==> src/rtl/xentry_pkg.sv <==
// Shared types for the L2 controller: memory operation encoding and controller state.
package xentry_pkg;

    typedef enum logic [1:0] {
        LOAD    = 2'd0,
        STORE   = 2'd1,
        CLFLUSH = 2'd2
    } memory_operation_e;

    typedef enum logic [1:0] {
        ST_IDLE      = 2'd0,
        ST_FLUSH     = 2'd1,
        ST_WRITEBACK = 2'd2,
        ST_ALLOCATE  = 2'd3
    } l2_ctrl_state_e;

endpackage

==> src/rtl/rr_arbiter.sv <==
// Combinational round-robin arbiter: first requester at or after ptr wins.
module rr_arbiter #(
    parameter int unsigned N = 2,
    parameter int unsigned W = (N > 1) ? $clog2(N) : 1
) (
    input  logic [N-1:0] req,
    input  logic [W-1:0] ptr,
    output logic [W-1:0] winner,
    output logic         any
);

    logic [W-1:0] idx;

    always_comb begin
        winner = '0;
        any    = 1'b0;
        idx    = '0;
        for (int i = 0; i < int'(N); i++) begin
            idx = W'((int'(ptr) + i) % int'(N));
            if (!any && req[idx]) begin
                any    = 1'b1;
                winner = idx;
            end
        end
    end

endmodule

==> src/rtl/l2_arbitrated_cache_controller.sv <==
// L2 control FSM: round-robin port arbitration, hit/miss decode, writeback, fill and line flush.
module l2_arbitrated_cache_controller
    import xentry_pkg::*;
#(
    parameter int unsigned NUM_PORTS      = 2,
    parameter int unsigned WORDS_PER_LINE = 4
) (
    input  logic                                   clk,
    input  logic                                   reset,
    input  logic [NUM_PORTS-1:0]                   req_valid,
    input  memory_operation_e [NUM_PORTS-1:0]      req_type,
    output logic [NUM_PORTS-1:0]                   req_fulfilled,
    output logic [((NUM_PORTS > 1) ? $clog2(NUM_PORTS) : 1)-1:0] grant_id,
    output logic                                   memory_req_valid,
    output memory_operation_e                      memory_req_type,
    input  logic                                   memory_req_fulfilled,
    output logic [$clog2(WORDS_PER_LINE)-1:0]      beat_index,
    output logic                                   process_lru_counters,
    output logic                                   flush_mode,
    output logic                                   load_mode,
    output logic                                   set_selected_dirty_bit,
    output logic                                   clear_selected_dirty_bit,
    output logic                                   clear_selected_valid_bit,
    output logic                                   perform_write,
    output logic                                   finish_new_line_install,
    output logic                                   set_new_higher_memory_block_address,
    output logic                                   use_dirty_tag_for_higher_memory_block_address,
    input  logic                                   valid_block_match,
    input  logic                                   valid_dirty_bit
);

    localparam int unsigned PORT_W = (NUM_PORTS > 1) ? $clog2(NUM_PORTS) : 1;
    localparam int unsigned BEAT_W = $clog2(WORDS_PER_LINE);
    localparam logic [BEAT_W-1:0] LAST_BEAT = BEAT_W'(WORDS_PER_LINE - 1);

    l2_ctrl_state_e    state, state_d;
    logic [PORT_W-1:0] rr_ptr, rr_ptr_d;
    logic [PORT_W-1:0] grant_q, grant_q_d;
    logic [BEAT_W-1:0] beat, beat_d;

    logic [PORT_W-1:0] winner;
    logic              any_req;
    logic              last_beat;

    function automatic logic [PORT_W-1:0] next_port(input logic [PORT_W-1:0] p);
        return PORT_W'((int'(p) + 1) % int'(NUM_PORTS));
    endfunction

    rr_arbiter #(.N(NUM_PORTS), .W(PORT_W)) u_arb (
        .req    (req_valid),
        .ptr    (rr_ptr),
        .winner (winner),
        .any    (any_req)
    );

    assign beat_index = beat;
    assign last_beat  = memory_req_fulfilled && (beat == LAST_BEAT);

    always_ff @(posedge clk or posedge reset) begin
        if (reset) begin
            state   <= ST_IDLE;
            rr_ptr  <= '0;
            grant_q <= '0;
            beat    <= '0;
        end else begin
            state   <= state_d;
            rr_ptr  <= rr_ptr_d;
            grant_q <= grant_q_d;
            beat    <= beat_d;
        end
    end

    // Outputs are forced to their idle values while reset is held so nothing completes mid-abort.
    always_comb begin
        state_d   = state;
        rr_ptr_d  = rr_ptr;
        grant_q_d = grant_q;
        beat_d    = beat;
        grant_id  = grant_q;
        req_fulfilled            = '0;
        memory_req_valid         = 1'b0;
        memory_req_type          = LOAD;
        process_lru_counters     = 1'b0;
        flush_mode               = 1'b0;
        load_mode                = 1'b0;
        set_selected_dirty_bit   = 1'b0;
        clear_selected_dirty_bit = 1'b0;
        clear_selected_valid_bit = 1'b0;
        perform_write            = 1'b0;
        finish_new_line_install  = 1'b0;
        set_new_higher_memory_block_address           = 1'b0;
        use_dirty_tag_for_higher_memory_block_address = 1'b0;

        if (!reset) begin
            case (state)
                ST_IDLE: begin
                    grant_id = rr_ptr;
                    if (any_req) begin
                        grant_id  = winner;
                        grant_q_d = winner;
                        rr_ptr_d  = winner;
                        case (req_type[winner])
                            LOAD, STORE: begin
                                if (valid_block_match) begin
                                    req_fulfilled[winner]  = 1'b1;
                                    process_lru_counters   = 1'b1;
                                    perform_write          = (req_type[winner] == STORE);
                                    set_selected_dirty_bit = (req_type[winner] == STORE);
                                    rr_ptr_d               = next_port(winner);
                                end else if (valid_dirty_bit) begin
                                    set_new_higher_memory_block_address           = 1'b1;
                                    use_dirty_tag_for_higher_memory_block_address = 1'b1;
                                    beat_d  = '0;
                                    state_d = ST_WRITEBACK;
                                end else begin
                                    set_new_higher_memory_block_address = 1'b1;
                                    beat_d  = '0;
                                    state_d = ST_ALLOCATE;
                                end
                            end
                            CLFLUSH: begin
                                if (valid_block_match && valid_dirty_bit) begin
                                    set_new_higher_memory_block_address = 1'b1;
                                    beat_d  = '0;
                                    state_d = ST_FLUSH;
                                end else begin
                                    clear_selected_valid_bit = valid_block_match;
                                    req_fulfilled[winner]    = 1'b1;
                                    rr_ptr_d                 = next_port(winner);
                                end
                            end
                            default: ;
                        endcase
                    end
                end
                ST_WRITEBACK, ST_FLUSH: begin
                    flush_mode       = 1'b1;
                    memory_req_valid = 1'b1;
                    memory_req_type  = STORE;
                    if (memory_req_fulfilled) beat_d = beat + BEAT_W'(1);
                    if (last_beat) begin
                        clear_selected_dirty_bit = 1'b1;
                        clear_selected_valid_bit = 1'b1;
                        beat_d = '0;
                        if (state == ST_WRITEBACK) begin
                            set_new_higher_memory_block_address = 1'b1;
                            state_d = ST_ALLOCATE;
                        end else begin
                            req_fulfilled[grant_q] = 1'b1;
                            rr_ptr_d = next_port(grant_q);
                            state_d  = ST_IDLE;
                        end
                    end
                end
                ST_ALLOCATE: begin
                    load_mode        = 1'b1;
                    memory_req_valid = 1'b1;
                    memory_req_type  = LOAD;
                    perform_write    = memory_req_fulfilled;
                    if (memory_req_fulfilled) beat_d = beat + BEAT_W'(1);
                    // rr_ptr left on the missing port so it re-wins and completes as a hit.
                    if (last_beat) begin
                        finish_new_line_install  = 1'b1;
                        clear_selected_dirty_bit = 1'b1;
                        beat_d  = '0;
                        state_d = ST_IDLE;
                    end
                end
                default: begin
                    state_d   = l2_ctrl_state_e'('x);
                    rr_ptr_d  = 'x;
                    grant_q_d = 'x;
                    beat_d    = 'x;
                    grant_id  = 'x;
                    req_fulfilled            = 'x;
                    memory_req_valid         = 1'bx;
                    memory_req_type          = memory_operation_e'('x);
                    process_lru_counters     = 1'bx;
                    flush_mode               = 1'bx;
                    load_mode                = 1'bx;
                    set_selected_dirty_bit   = 1'bx;
                    clear_selected_dirty_bit = 1'bx;
                    clear_selected_valid_bit = 1'bx;
                    perform_write            = 1'bx;
                    finish_new_line_install  = 1'bx;
                    set_new_higher_memory_block_address           = 1'bx;
                    use_dirty_tag_for_higher_memory_block_address = 1'bx;
                end
            endcase
        end
    end

endmodule

==> config.mk <==
export PLATFORM = sky130hd
export DESIGN_NAME = l2_arbitrated_cache_controller
export DESIGN_NICKNAME = d
export VERILOG_FILES = /design/src/rtl/xentry_pkg.sv /design/src/rtl/rr_arbiter.sv /design/src/rtl/l2_arbitrated_cache_controller.sv
export SDC_FILE = /design/constraint.sdc
export NUM_CORES = 1
export LEC_CHECK = 0
export ABC_AREA = 1
export ABC_CLOCK_PERIOD_IN_PS = 3150
export CAP_MARGIN = 20
export CORE_MARGIN = 2
export CORE_UTILIZATION = 49
export CTS_CLUSTER_DIAMETER = 120
export DETAILED_ROUTE_END_ITERATION = 8
export PLACE_DENSITY = 0.85
export SYNTH_ARGS = -nofsm -noshare
export SYNTH_HDL_FRONTEND = slang
export SYNTH_SLANG_ARGS = --single-unit
==> constraint.sdc <==
create_clock -name clk -period 3.15 [get_ports clk]
set_clock_uncertainty 0.2 [all_clocks]
set_input_delay 0.315 -clock clk [delete_from_list [all_inputs] [get_ports clk]]
set_output_delay 0.315 -clock clk [all_outputs]
set_load 0.005 [all_outputs]
Word-level counts from Yosys, hierarchy flattened
Index checks and enable logic that the tools add are counted.
{"block": "totals", "ff_bits": 6, "latch_bits": 0, "mem_bits_rw": 0, "mem_bits_ro": 0, "in_bits": 11, "output_inout_bits": 18, "word_cells": 137, "mem_count": 0}
{"block": "op_classes", "n_addsub": 4, "n_mul": 0, "n_div": 0, "order_cmp": 6, "eq_ne": 14, "shifts": 0, "muxes": 92, "n_bitwise": 1, "reduce_logical": 16}
{"operator": "$mux W1", "count": 59}
{"operator": "$mux W2", "count": 19}
{"operator": "$pmux W2 S2", "count": 5}
{"operator": "$pmux W1 S2", "count": 6}
{"operator": "$eq A2 B2 Y1 const B", "count": 4}
{"operator": "$lt A1 B2 Y1 const B", "count": 4}
{"operator": "$ne A2 B2 Y1 const B", "count": 4}
{"operator": "$reduce_and A7 Y1", "count": 1}
{"operator": "$ne A3 B1 Y1 const B", "count": 2}
{"operator": "$ne A3 B3 Y1 const B", "count": 2}
{"operator": "$pmux W2 S3", "count": 1}
{"operator": "$reduce_and A6 Y1", "count": 1}
{"operator": "$logic_and A1 B1 Y1", "count": 5}
{"operator": "$reduce_and A5 Y1", "count": 1}
{"operator": "$eq A2 B1 Y1 const B", "count": 2}
{"operator": "$logic_not A2 Y1", "count": 2}
{"operator": "$reduce_or A2 Y1", "count": 2}
{"operator": "$add A1 B1 Y1 const B", "count": 3}
{"operator": "$reduce_and A3 Y1", "count": 1}
{"operator": "$reduce_or A3 Y1", "count": 1}
{"operator": "$add A2 B1 Y2 const B", "count": 1}
{"operator": "$demux W1 S1", "count": 2}
{"operator": "$ge A1 B1 Y1 const B", "count": 2}
{"operator": "$reduce_bool A2 Y1", "count": 1}
{"operator": "other kinds (2)", "count": 2}

Longest topological paths before layout
Gate-level depths: netlist (run 1).
{"block": "logic_depth", "depth_word": 15, "ltp_mapped": 11, "ltp_nobuf": 11}

Hierarchy
From an unflattened synthesis (run 1), not the netlist that was laid out.
{"block": "hier_totals", "hier_cells": 154, "area_unflattened_um2": 893.4}
{"module": "l2_arbitrated_cache_controller", "instances": 1, "cells_per_inst": 150, "area_each_um2": 874.6, "seq_area_each_um2": 150.1}
{"module": "rr_arbiter", "instances": 1, "cells_per_inst": 4, "area_each_um2": 18.8, "seq_area_each_um2": 0.0}

Worst setup path after synthesis (run 1)
OpenSTA, ideal clock, no wires.
{"block": "synth_timing", "kind": "register -> output", "start": "register state[0]", "end": "output port req_fulfilled[0]", "arrival_ps": 1210, "required_ps": 2635, "slack_ps": 1425, "path_stages_with_launch": 10, "path_buffers": 1, "path_cell_list": "dfrtp_1 -> inv_1 -> ha_1 -> buf_4 -> nand2_1 -> clkinv_2 -> nand2_1 -> nor2_1 -> nand2_1 -> a21oi_1"}
{"block": "synth_between", "elab_chain_cells": 5, "word_cells_on_any_way": 8, "cone_classes": "eq/ne: 2; mux: 4; reduce/logical: 2"}
{"element": "start, declared", "line": "l2_arbitrated_cache_controller.sv:36", "source": "l2_ctrl_state_e state, state_d;"}
{"element": "start signal, assigned", "line": "l2_arbitrated_cache_controller.sv:66", "source": "state <= state_d;"}
{"element": "$eq A2 B2 Y1", "line": "l2_arbitrated_cache_controller.sv:95, l2_arbitrated_cache_controller.sv:145"}
{"element": "$mux W2", "line": "l2_arbitrated_cache_controller.sv:145", "source": "if (state == ST_WRITEBACK) begin"}
{"element": "$mux W2", "line": "l2_arbitrated_cache_controller.sv:141", "source": "if (last_beat) begin"}
{"element": "$pmux W2 S2 (*)", "line": "l2_arbitrated_cache_controller.sv:95", "source": "case (state)"}
{"element": "$mux W2 (*)", "line": "l2_arbitrated_cache_controller.sv:94", "source": "if (!reset) begin"}
{"element": "end, declared", "line": "l2_arbitrated_cache_controller.sv:12", "source": "output logic [NUM_PORTS-1:0] req_fulfilled,"}
Mark *: on every way between the ends. The rest lies on a longest branch, timed or not.

Worst setup path after layout (run 1)
{"block": "layout_timing", "start": "input port req_valid[1]", "end": "output port req_fulfilled[1]"}
{"block": "layout_between", "elab_chain_cells": 15, "word_cells_on_any_way": 27, "cone_classes": "order compare: 2; eq/ne: 2; mux: 18; reduce/logical: 5"}
{"element": "start, declared", "line": "l2_arbitrated_cache_controller.sv:10", "source": "input logic [NUM_PORTS-1:0] req_valid,"}
{"element": "$mux W1 (not written as such) (2 in series)", "line": "rr_arbiter.sv:20", "source": "if (!any && req[idx]) begin"}
{"element": "$mux W1", "line": "rr_arbiter.sv:20"}
{"element": "$logic_not A1 Y1", "line": "rr_arbiter.sv:20"}
{"element": "$logic_and A1 B1 Y1", "line": "rr_arbiter.sv:20"}
{"element": "$mux W1", "line": "rr_arbiter.sv:20"}
{"element": "$lt A1 B2 Y1 (not written as such) / $ge A1 B1 Y1 (equally long branches)", "line": "l2_arbitrated_cache_controller.sv:105, l2_arbitrated_cache_controller.sv:128"}
{"element": "$logic_and A1 B1 Y1 (not written as such)", "line": "l2_arbitrated_cache_controller.sv:105, l2_arbitrated_cache_controller.sv:128"}
{"element": "$mux W1 (not written as such)", "line": "l2_arbitrated_cache_controller.sv:105, l2_arbitrated_cache_controller.sv:128"}
{"element": "$demux W1 S1", "line": "l2_arbitrated_cache_controller.sv:105, l2_arbitrated_cache_controller.sv:128"}
{"element": "$mux W2 (on tied branches)", "line": "l2_arbitrated_cache_controller.sv:122, l2_arbitrated_cache_controller.sv:104"}
{"element": "$pmux W2 S2", "line": "l2_arbitrated_cache_controller.sv:102", "source": "case (req_type[winner])"}
{"element": "$mux W2 (*)", "line": "l2_arbitrated_cache_controller.sv:98", "source": "if (any_req) begin"}
{"element": "$pmux W2 S2 (*)", "line": "l2_arbitrated_cache_controller.sv:95"}
{"element": "$mux W2 (*)", "line": "l2_arbitrated_cache_controller.sv:94"}
Mark *: on every way between the ends. The rest lies on a longest branch, timed or not. The select of a mux whose other input is x is not followed.

==> results.ini, run 1 <==
[worst_setup_path]
slowest_stage = clkdlybuf4s50_1
worst-path-buf-inv = 3
worst_setup_path_start_kind = input pin
crit_type = input pin to output pin
critical_path.top_delay_family = buffers and inverters
cpPeakStageDelay_ns = 0.61
arrival_ns = 2.20
crit_chain = clkdlybuf4s50_1 > nand2_4 > inv_1 > ha_1 > nand3_1 > nand2_1 > nand2_1 > a21oi_1 > clkdlybuf4s50_1
critical_path.max_fanout = 7
worstPathRequired_ns = 2.63
worstSetupEndpointType = output pin

[job]
drv_cap = 0

[finish]
fin_nets = 197
fillers = 159
antenna_cells = 0
final_util_pct = 68.94
drive_gt1_share_pct = 12.36
syn_to_final_growth_pct = 34.43

[synthesis]
synth_most_common_cell = nand2_1
avgSynthCellArea_sq_um = 5.800
ys_types = 20
synth.largest_area_cell = nand2_1
ys_seq_area_share_pct = 17.14
synth.top_cell.area_share_pct = 21.86
synth_edf_count = 0
syn_nets = 168
synthFlopType = dfrtp_1
synth_seq_cells = 6
synthTopCellsByArea = nand2_1 (22%), dfrtp_1 (17%), ha_1 (8.6%), inv_1 (7.7%), nor2_1 (6.4%)
yosys_warnings = 0
ys_top_cells_by_count = nand2_1 (51), inv_1 (18), nor2_1 (15)
syn_inst = 151
syn_area_sq_um = 875.8
async_reset_ff_share_pct = 100.0

[grt]
grt_max_degree = 12
antenna_found_initial = 0
globalRouteTotalUtil_pct = 24.88
grt_pass1_wl_mm = 3.850
grt_pass1_vias = 953
grt_overflow = 0

[clock_network]
tritoncts = yes
cts_buffers = 3
cts_buffer_depth = 2
cts.htree.levels = 1
post_cts_buffers = 0
clk_latency_ns = 0.23
cts_sinks = 6
hold_buffers = 0
clk_pin_slew_worst_paths_ns = 0.04
cts-root-buf = clkbuf_4
cts_resized = 0

[timing]
layout_min_cycle_time_ns = 2.717
slew_viol_final = 0
finalCritPeriodShare_pct = 86.27
setup_viol = 0
hold_ws_ns = 0.2707
final.setup.tns_ns = 0
fmax_mhz = 368.0
final_hold_viol_count = 0
rsz0062_at_grt = no

[detailed_routing]
viasPerCell = 5.305
drc = 0
wire_per_inst_um = 11.44
firstDrtPassIters = 4
vias = 1077
drtIter0Drc = 31
postRouteAntennaNets = 0
wl_mm = 2.323

[floorplan]
row_count = 15
start_util_pct = 51.28
dieWidth_um = 46.28
fp.coreArea_sq_um = 1708
die-area_sq_um = 2141
io_pins = 29
die_y_um = 46.28

[pwr]
vdd_ir_drop_max_mv = 0.5473
power_mw = 0.7815
p_per_area_nw_per_um2 = 663.8
p_leak_nw = 0.6043

[outcome]
status = complete, no violations

[min_path]
hold_class = input pin to async pin

[place]
hpwl_mm = 1.992
place.gp.congestion = 0.9104
portBuffers = 27

per-stage QoR:
stage                     std cells  cell area, sq um  worst slack (ns)
final                           203              1177            0.4326
after global routing            203              1177            0.2723
after CTS                       203              1177            0.4326
after detailed placement        200              1155            0.4425
after global placement          200              1155            0.5165
after floorplan                 151             875.8             1.425
area by class of cell:
type | instances | area, sq um | area share (%)
Inverter | 22 | 83.83 | 7.120
Clock buffer | 3 | 22.52 | 1.913
Sequential cell | 6 | 150.1 | 12.75
Timing Repair Buffer | 27 | 270.3 | 22.95
Multi-Input combinational cell | 120 | 619.3 | 52.60
Tap cell | 25 | 31.28 | 2.657
state kept, by name (all words and copies together) (netlist names):
| register | count |
|---|---|
| grant_q | 1 |
| beat_index | 2 |
| state | 2 |
| rr_ptr | 1 |
worst paths after layout:
| check | start | to | slack, ns | cells past startpoint |
|---|---|---|---|---|
| min in group clk | state[0] | state[0] | 0.31 | 2 |
| worst min-delay path | reset | state[1] | 0.27 | 2 |
| max in group asynchronous | reset | grant_q | 2.29 | 2 |
| worst min register to register | state[0] | state[0] | 0.31 | 2 |
| worst max-delay path | req_valid[1] | req_fulfilled[1] | 0.43 | 9 |
| worst max register to register | state[0] | rr_ptr | 1.31 | 9 |
kinds of logic after synthesis:
family          synth area share, %
flops                         17.14
buf+inv                       12.14
fa+ha+maj                     8.571
compound gates                6.856
simple gates                  54.86
other cells                  0.4282
layer usage:
layer | vias up | routed length, um | track usage [%]
met1 | 484 | 1004 | 31.59
met3 | 8 | 206 | 8.235
met2 | 51 | 1061 | 35.56
met4 | 0 | 50 | 16.00
met5 | - | 0 | 0
li1 | 534 | - | -
where the power goes:
part	internal (mW)	total, mW	switching (mW)
Sequential	0.113	0.146	0.0336
Combinational	0.226	0.569	0.343
Clock	0.0428	0.0662	0.0233
Total	0.381	0.782	0.400
cell usage in the layout, fill, tap and decap left out, drive strengths merged:
master	n
nor3	2
nand4	7
ha	6
conb	1
dfrtp	6
a21oi	8
nor2	18
nor3b	1
nand2	61
clkinv	1
inv	21
o21ai	4
clkdlybuf4s50	27
nand3	12
clkbuf	3
Note: power is estimated with default switching activity, not from simulation.
==> inputs of run 2 (changes only) <==
--- a/config.mk
+++ b/config.mk
@@ -8,11 +8,13 @@
 export ABC_AREA = 1
 export ABC_CLOCK_PERIOD_IN_PS = 3150
 export CAP_MARGIN = 20
+export CORE_ASPECT_RATIO = 1.1
 export CORE_MARGIN = 2
 export CORE_UTILIZATION = 49
 export CTS_CLUSTER_DIAMETER = 120
 export DETAILED_ROUTE_END_ITERATION = 8
-export PLACE_DENSITY = 0.85
+export PLACE_DENSITY = 0.84
 export SYNTH_ARGS = -nofsm -noshare
 export SYNTH_HDL_FRONTEND = slang
+export SYNTH_HIERARCHICAL = 1
 export SYNTH_SLANG_ARGS = --single-unit
==> results.ini, run 2 <==
[outcome]
status = complete, no violations

[timing]
rsz0062_at_grt = no
fmax_mhz = 357.8  ; -2.8%
final.setup.tns_ns = 0  ; unchanged
final_hold_viol_count = 0  ; unchanged
layout_min_cycle_time_ns = 2.795  ; +0.07776 ns
slew_viol_final = 0  ; unchanged
setup_slack_ns = 0.3548  ; -0.07776 ns
setup_viol = 0  ; unchanged
finalCritPeriodShare_pct = 88.74  ; +2.5 points

[detailed_routing]
drtIter0Drc = 29  ; -6.5%
firstDrtPassIters = 4  ; unchanged
viasPerCell = 5.085  ; -4.1%
wl_mm = 2.179  ; -6.2%
wire_per_inst_um = 10.95  ; -4.3%
postRouteAntennaNets = 0  ; unchanged
drc = 0  ; unchanged
vias = 1012  ; -6.0%

[place]
hpwl_mm = 1.788  ; -10%
dp_slack_ns = 0.3891  ; -0.05341 ns
place.gp.congestion = 0.9076  ; -0.31%
portBuffers = 27  ; unchanged

[synthesis]
synth.top_cell.area_share_pct = 19.75  ; -2.1 points
synth_edf_count = 0  ; unchanged
avgSynthCellArea_sq_um = 5.801  ; about the same
ys_types = 22  ; +10%
syn_inst = 154  ; +2.0%
syn_area_sq_um = 893.4  ; +2.0%
syn_nets = 175  ; +4.2%
synth_seq_cells = 6  ; unchanged
synth.largest_area_cell = nand2_1
synthFlopType = dfrtp_1
ys_seq_area_share_pct = 16.81  ; -0.34 points
synth_most_common_cell = nand2_1
ys_top_cells_by_count = nand2_1 (47), inv_1 (25), nor2_1 (15)
synthTopCellsByArea = nand2_1 (20%), dfrtp_1 (17%), ha_1 (14%), inv_1 (11%), nor2_1 (6.3%)
async_reset_ff_share_pct = 100.0  ; unchanged
yosys_warnings = 6  ; +6

[finish]
drive_gt1_share_pct = 9.392  ; -3.0 points
fillers = 158  ; -0.63%
final_util_pct = 68.75  ; -0.19 points
final_common_cell = nand2_1
fin_nets = 204  ; +3.6%
multi_input_area_sq_um = 615.6  ; -0.61%
register_area_sq_um = 150.1  ; unchanged
antenna_cells = 0  ; unchanged
syn_to_final_growth_pct = 34.03
final_cell_mix = nand2_1 (47), clkdlybuf4s50_1 (27), inv_1 (25)

[grt]
grt_pass1_vias = 938  ; -1.6%
antenna_found_initial = 0  ; unchanged
grt_overflow = 0  ; unchanged
grt_max_degree = 12  ; unchanged
grt_pass1_wl_mm = 3.933  ; +2.2%
globalRouteTotalUtil_pct = 23.07  ; -1.8 points

[clock_network]
cts_resized = 0  ; unchanged
tritoncts = yes
cts_sinks = 6  ; unchanged
post_cts_buffers = 0  ; unchanged
cts.htree.levels = 1  ; unchanged
hold_buffers = 0  ; unchanged
clk_latency_ns = 0.25  ; +0.02 ns
cts_buffers = 3  ; unchanged
cts_buffer_depth = 2  ; unchanged
cts-root-buf = clkbuf_4
clk_pin_slew_worst_paths_ns = 0.04  ; about the same

[pwr]
p_per_area_nw_per_um2 = 648.2  ; -2.4%
p_leak_nw = 0.6501  ; +7.6%
vdd_ir_drop_max_mv = 0.5310  ; -3.0%
power_mw = 0.7761  ; -0.69%

[floorplan]
fp.coreArea_sq_um = 1742  ; +2.0%
row_count = 16  ; +1
die-area_sq_um = 2181  ; +1.8%
io_pins = 29  ; unchanged
dieWidth_um = 44.71  ; -3.4%
start_util_pct = 51.29  ; about the same
die_y_um = 48.78  ; +5.4%

[job]
drv_cap = 0  ; unchanged

[worst_setup_path]
worst_setup_path_start_kind = input pin
crit_type = input pin to output pin
worstSetupEndpointType = output pin
arrival_ns = 2.28  ; +0.08 ns
critical_path.max_fanout = 10  ; +3
worstPathRequired_ns = 2.63  ; about the same

[min_path]
hold_class = flip-flop to flip-flop

[run 2: worst paths after layout]
| kind | from | end | slack (ns) | cells past startpoint |
|---|---|---|---|---|
| worst max-delay path | req_valid[1] | req_fulfilled[1] | 0.35 | 11 |
| worst min-delay path | beat_index[1] | beat_index[1] | 0.30 | 2 |
| worst max register to register | state[1] | state[1] | 1.35 | 6 |
| worst min register to register | beat_index[1] | beat_index[1] | 0.30 | 2 |
| max in group asynchronous | reset | beat_index[0] | 2.11 | 3 |
| min in group asynchronous | reset | grant_q | 0.51 | 3 |
[run 2: cells by family after synthesis]
group / Yosys count / share of synthesized area, %
AOI/OAI and AO/OA: 15 / 8.963
DFF: 6 / 16.81
other: 1 / 0.4198
buffers and inverters: 32 / 14.29
and+or+nand+nor: 90 / 45.52
adders and majority gates: 10 / 14.01
[run 2: stage by stage]
| step | hold slack (ns) | instances | cell area [sq um] |
|---|---|---|---|
| 6_report | 0.3021 | 199 | 1197 |
| 5_1_grt | 0.3310 | 199 | 1197 |
| 4_1_cts | 0.3121 | 199 | 1197 |
| 3_5_place_dp | 0.3017 | 196 | 1175 |
| 3_3_place_gp | 0.2907 | 196 | 1175 |
| 2_1_floorplan | -0.06195 | 154 | 893.4 |
[run 2: cell type report]
type                            count  share of cell area, %
Clock buffer                        3                  1.881
Inverter                           27                  8.464
Multi-Input combinational cell    116                  51.41
Sequential cell                     6                  12.54
Tap cell                           18                  1.881
Timing Repair Buffer               29                  23.82
[run 2: power breakdown]
group          switching (mW)  internal (mW)  total, mW  leakage, nW
clock network          0.0294         0.0432     0.0726       0.0138
logic                   0.318          0.237      0.555        0.560
registers              0.0341          0.114      0.148       0.0759
total                   0.381          0.395      0.776        0.650
[run 2: routing by layer]
metal	wire length, um	vias up	GRT usage [%]	share of wire, %
met2	1006	42	37.92	46
met5	0	-	0	0
met3	179	2	5.926	8.2
met4	12	0	3.535	0.55
li1	-	531	-	-
met1	980	437	30.39	45
[run 2: worst max-delay path, stage by stage]
cell	delay, ns
clkdlybuf4s50_1	0.47
inv_1	0.04
a21oi_1	0.11
buf_4	0.18
nand2_1	0.06
o21ai_1	0.19
nand3_1	0.13
nand2_1	0.09
nand2_1	0.06
a21oi_1	0.12
clkdlybuf4s50_1	0.51
==> RTL edit 1: new RTL, settings of run 2 <==
Put a register stage on the output `req_fulfilled`, cleared by the reset. The value now appears one clock later. The other outputs are not delayed to match.
--- a/src/rtl/l2_arbitrated_cache_controller.sv
+++ b/src/rtl/l2_arbitrated_cache_controller.sv
@@ -35,2 +35,4 @@
 
+    logic [NUM_PORTS-1:0] req_fulfilled_d;
+
     l2_ctrl_state_e    state, state_d;
@@ -79,3 +81,3 @@
         grant_id  = grant_q;
-        req_fulfilled            = '0;
+        req_fulfilled_d          = '0;
         memory_req_valid         = 1'b0;
@@ -104,3 +106,3 @@
                                 if (valid_block_match) begin
-                                    req_fulfilled[winner]  = 1'b1;
+                                    req_fulfilled_d[winner]  = 1'b1;
                                     process_lru_counters   = 1'b1;
@@ -127,3 +129,3 @@
                                     clear_selected_valid_bit = valid_block_match;
-                                    req_fulfilled[winner]    = 1'b1;
+                                    req_fulfilled_d[winner]    = 1'b1;
                                     rr_ptr_d                 = next_port(winner);
@@ -148,3 +150,3 @@
                         end else begin
-                            req_fulfilled[grant_q] = 1'b1;
+                            req_fulfilled_d[grant_q] = 1'b1;
                             rr_ptr_d = next_port(grant_q);
@@ -174,3 +176,3 @@
                     grant_id  = 'x;
-                    req_fulfilled            = 'x;
+                    req_fulfilled_d          = 'x;
                     memory_req_valid         = 1'bx;
@@ -192,2 +194,10 @@
 
+    always_ff @(posedge clk or posedge reset) begin
+        if (reset) begin
+            req_fulfilled <= '0;
+        end else begin
+            req_fulfilled <= req_fulfilled_d;
+        end
+    end
+
 endmodule
Behaviour: not the same (Yosys sat finds a counterexample within 4 cycles, from zero or initial values and one cycle with reset high).
==> RTL edit 1 against run 2 <==
Setup slack lost 0.036 ns. Sequential power up 20%. Critical path type unchanged. Sequential cell count is 2 higher. Area after synthesis increased by 4.6%. Total power up 3.1%. Wire length increased by 4.7%. Cell area grew 3.4%.
==> RTL edit 1: results (changes against run 2) <==
[run_status]
outcome = finished clean  ; unchanged

[yosys]
synth_area_leaders = dfrtp_1 21%, nand2_1 18%, ha_1 12%  ; was nand2_1 20%, dfrtp_1 17%, ha_1 14%
postSynthCellCount = 150  ; was 154
yosysUniqueCellTypes = 21  ; was 22
synthArstFlopShare_pct = 100.0  ; unchanged
syn_nets = 170  ; was 175
seq_area_frac_synth_pct = 21.42  ; was 16.81%
synth_commonest_cells = 46 x nand2_1, 22 x inv_1, 15 x nor2_1  ; was 47 x nand2_1, 25 x inv_1, 15 x nor2_1
ys.warnings.count = 6  ; unchanged

[finish]
diodes = 0  ; unchanged
drive_above_1_share_pct = 10.67  ; was 9.392%
fin_cells = 196  ; was 199
nFillCells = 163  ; was 158

[global_routing]
grt_use_met3_pct = 3.297  ; was 5.926%
grt_util_met1_pct = 26.71  ; was 30.39%
grt_start_max_net_pins = 11  ; was 12
antenna_found_initial = 0  ; unchanged
use_met2_pct = 35.68  ; was 37.92%
first_global_vias = 932  ; was 938
gr-usage-all-layers_pct = 21.29  ; was 23.07%
grt_pass1_wl_um = 3657  ; was 3933 um

[timing]
holdWs_ns = 0.2957  ; was 0.3021 ns
finalSetupViolations = 0  ; unchanged
max_freq_mhz = 353.2  ; was 357.8 MHz

[hold_path]
hold_depth = 2  ; unchanged
holdCritStartpoint = beat_index[1]  ; unchanged
hold_class = flop to flop  ; unchanged
min_to = beat_index[1]  ; unchanged

[pwr]
leakage_nw = 0.6546  ; was 0.6501 nW
ir_drop_v = 0.0004355  ; was 0.0005310 V
switching_share_pct = 47.82  ; was 49.15%

[critical_path]
worstSetupStartpoint = req_valid[1]  ; unchanged
r2r-start = state[0]  ; was state[1]
crit_path_end = set_new_higher_memory_block_address  ; was req_fulfilled[1]
rrSetupSlack_ns = 1.32  ; was 1.35 ns
r2r-end = state[0]  ; was state[1]
rr_worst_depth = 8  ; was 6
crit_fanout = 8  ; was 10
critPathArrivalTime_ns = 2.32  ; was 2.28 ns

[route]
first_pass_iters = 4  ; unchanged
drtIter0Drc = 18  ; was 29
drt-vias-per-instance = 5.087  ; was 5.085
avgRoutedWirePerCell_um = 11.64  ; was 10.95 um

[clock_tree]
cts.reportedPaths.clkPinSlew_ns = 0.05
cts_buffer_depth = 2  ; unchanged
htree_levels = 1  ; unchanged
clk_latency_ns = 0.24
cts_root_buf = clkbuf_4  ; unchanged
cts_buffers = 3  ; unchanged
postCtsSetupBuffers = 0  ; unchanged
post_cts_resized = 0  ; unchanged

[place]
place_inst = 193  ; was 196
io_buffers = 27  ; unchanged
dp_hpwl_um = 1878  ; was 1788 um
globalplace.congestion = 0.9459  ; was 0.9076
place_ws_ns = 0.3363  ; was 0.3891 ns
place_area_um2 = 1216  ; was 1175 um2

-- RTL edit 1: cell count changes in the layout (fill, tap and decap cells not counted), moves of 2 or more --
cell	change
o21ai_0	-2
nor2_2	-2
a21oi_1	+3
o21bai_1	-2
inv_1	-3
dfrtp_1	+2
-- RTL edit 1: power groups by stage --
stage                     combinational [mW]  clock (mW)  sequential [mW]
after floorplan                        0.372           0            0.171
final                                  0.552      0.0715            0.177
after global placement                 0.537           0            0.174
after CTS                              0.554      0.0766            0.176
after detailed placement               0.550           0            0.178
after global routing                   0.626      0.0797            0.181
-- RTL edit 1: worst max-delay path, stage by stage --
cell,delay [ns]
clkdlybuf4s50_1,0.47
inv_1,0.04
a21oi_1,0.11
buf_4,0.18
inv_2,0.08
nand2_4,0.07
nand2_4,0.07
inv_1,0.11
nand2_1,0.08
o21ai_0,0.07
nand2_1,0.07
a21oi_1,0.12
clkdlybuf4s50_1,0.52
-- RTL edit 1: layout make-up --
| cell class | instances | area, um2 | area share [%] |
|---|---|---|---|
| clock buffer | 3 | 22.52 | 1.818 |
| timing repair buffer | 29 | 285.3 | 23.03 |
| inverter | 24 | 90.09 | 7.273 |
| sequential | 8 | 200.2 | 16.16 |
| tap | 18 | 22.52 | 1.818 |
| multi-input combinational | 114 | 618.1 | 49.90 |
-- RTL edit 1: per-layer routing --
metal,vias to the layer above,part of all wire (%)
met5,-,0
met4,0,0
met3,0,3.8
met2,26,51
met1,450,45
li1,521,-
-- RTL edit 1: cell families after synthesis --
kind of cell | after synthesis | synth area share [%]
simple gates | 90 | 45.92
buf+inv | 28 | 12.45
compound gates | 14 | 7.764
fa+ha+maj | 9 | 12.05
flops | 8 | 21.42
other cells | 1 | 0.4012
==> RTL edit 2: new RTL, flow settings as in run 2 <==
Without the edit above. The parameter `WORDS_PER_LINE` goes from 4 to 2.
--- a/src/rtl/l2_arbitrated_cache_controller.sv
+++ b/src/rtl/l2_arbitrated_cache_controller.sv
@@ -5,3 +5,3 @@
     parameter int unsigned NUM_PORTS      = 2,
-    parameter int unsigned WORDS_PER_LINE = 4
+    parameter int unsigned WORDS_PER_LINE = 2
 ) (
Interface: changed (resized beat_index); port bits go from 29 to 28. The function was not compared with the original's and may differ.
==> RTL edit 2 against run 2 <==
Total power fell by 10%. Area after synthesis shrank 11%. Setup slack got worse by 0.065 ns. Sequential share of layout area shrank 1.0 points. Cell area decreased by 9.1%. Sequential cell count fell by 1. Utilization up 1.1 points. Critical path depth stayed put. Wire length fell by 1.3%. Global-route usage up 0.20 points. Via count fell by 5.2%.
==> RTL edit 2: results (changes against run 2) <==
[run_status]
outcome = finished clean  ; unchanged

[finish]
final_nets = 189  ; was 204
drive_above_1_share_pct = 4.762  ; was 9.392%
largest_reg_flops = 2
layout.nonclk_buf_share_pct = 24.60  ; was 23.82%
multi_input_cells = 110  ; was 116
clk_share_pct = 2.414  ; was 1.881%
signal_buffers = 27  ; was 29
nNonClkInverters = 22  ; was 27
nFillCells = 141  ; was 158
multi_input_area_share_pct = 51.95  ; was 51.41%
area_delta_synth_final_pct = 36.15  ; was 34.03%
layout.clock_buffers = 4  ; was 3

[route]
met1Wirelength_um = 971  ; was 980 um
wl_met2_um = 1047  ; was 1006 um
num_vias = 959  ; was 1012
first_pass_iters = 6  ; was 4
wl_um = 2151  ; was 2179 um
drt-vias-per-instance = 5.184  ; was 5.085
drtIter0Drc = 42  ; was 29
wl_met3_um = 110  ; was 179 um

[clock_tree]
post_cts_resized = 0  ; unchanged
cts_buffer_depth = 2  ; unchanged
clk_latency_ns = 0.24

[place]
place_inst = 181  ; was 196
place_area_um2 = 1062  ; was 1175 um2
place_ws_ns = 0.3046  ; was 0.3891 ns
io_buffers = 26  ; was 27
globalplace.congestion = 0.8442  ; was 0.9076
dp_hpwl_um = 1737  ; was 1788 um

[critical_path]
rrSetupSlack_ns = 1.27  ; was 1.35 ns
critPathArrivalTime_ns = 2.35  ; was 2.28 ns
cpPeakStageDelay_ns = 0.51  ; about the same
crit_fanout = 7  ; was 10

[pwr]
pg_clk_mw = 0.0739  ; was 0.0726 mW
ir_drop_v = 0.0004652  ; was 0.0005310 V
switching_share_pct = 49.41  ; was 49.15%
p_comb_mw = 0.495  ; was 0.555 mW
power_mw = 0.6972  ; was 0.7761 mW

[yosys]
seq_area_frac_synth_pct = 15.65  ; was 16.81%
synth_area_leaders = nand2_1 22%, dfrtp_1 16%, ha_1 14%  ; was nand2_1 20%, dfrtp_1 17%, ha_1 14%
syn_nets = 160  ; was 175
postSynthCellCount = 140  ; was 154
synth_commonest_cells = 46 x nand2_1, 20 x inv_1, 16 x nand3_1  ; was 47 x nand2_1, 25 x inv_1, 15 x nor2_1
yosysUniqueCellTypes = 21  ; was 22
ys.warnings.count = 6  ; unchanged

[global_routing]
grt_use_met3_pct = 7.843  ; was 5.926%
gr-usage-all-layers_pct = 23.27  ; was 23.07%
grt_util_met1_pct = 29.25  ; was 30.39%
grt_start_max_net_pins = 13  ; was 12
grt_pass1_wl_um = 3484  ; was 3933 um
use_met2_pct = 39.69  ; was 37.92%

[timing]
holdWs_ns = 0.3222  ; was 0.3021 ns

[hold_path]
hold_class = flop to flop  ; unchanged

[floorplan]
tap_cells = 17  ; was 18

## RTL edit 2: cell types whose count changed in the layout (fill, tap and decap cells not counted), sizes merged, moves of 3 or more
cell,delta
nand3,+7
inv,-6
nand2,-5
nor2,-3
o21ai,-3
## RTL edit 2: kinds of logic (layout without fill, tap and decap cells)
kind of cell / Yosys count / after routing / synth area share (%)
flip-flops: 5 / 5 / 15.65
other: 1 / 1 / 0.4690
AO/OA/AOI/OAI: 12 / 12 / 7.511
AND/OR/NAND/NOR: 88 / 88 / 48.67
buffers and inverters: 25 / 53 / 13.61
adder cells (fa/ha/maj): 9 / 9 / 14.08
## RTL edit 2: path summary, 6_finish.rpt
| check | start | to | cells past startpoint |
|---|---|---|---|
| worst max-delay path | req_valid[1] | perform_write | 11 |
| worst min-delay path | beat_index | beat_index | 2 |
| worst max register to register | state[0] | state[0] | 9 |
| worst min register to register | beat_index | beat_index | 2 |
| max in group asynchronous | reset | beat_index | 2 |
| min in group asynchronous | reset | rr_ptr | 2 |
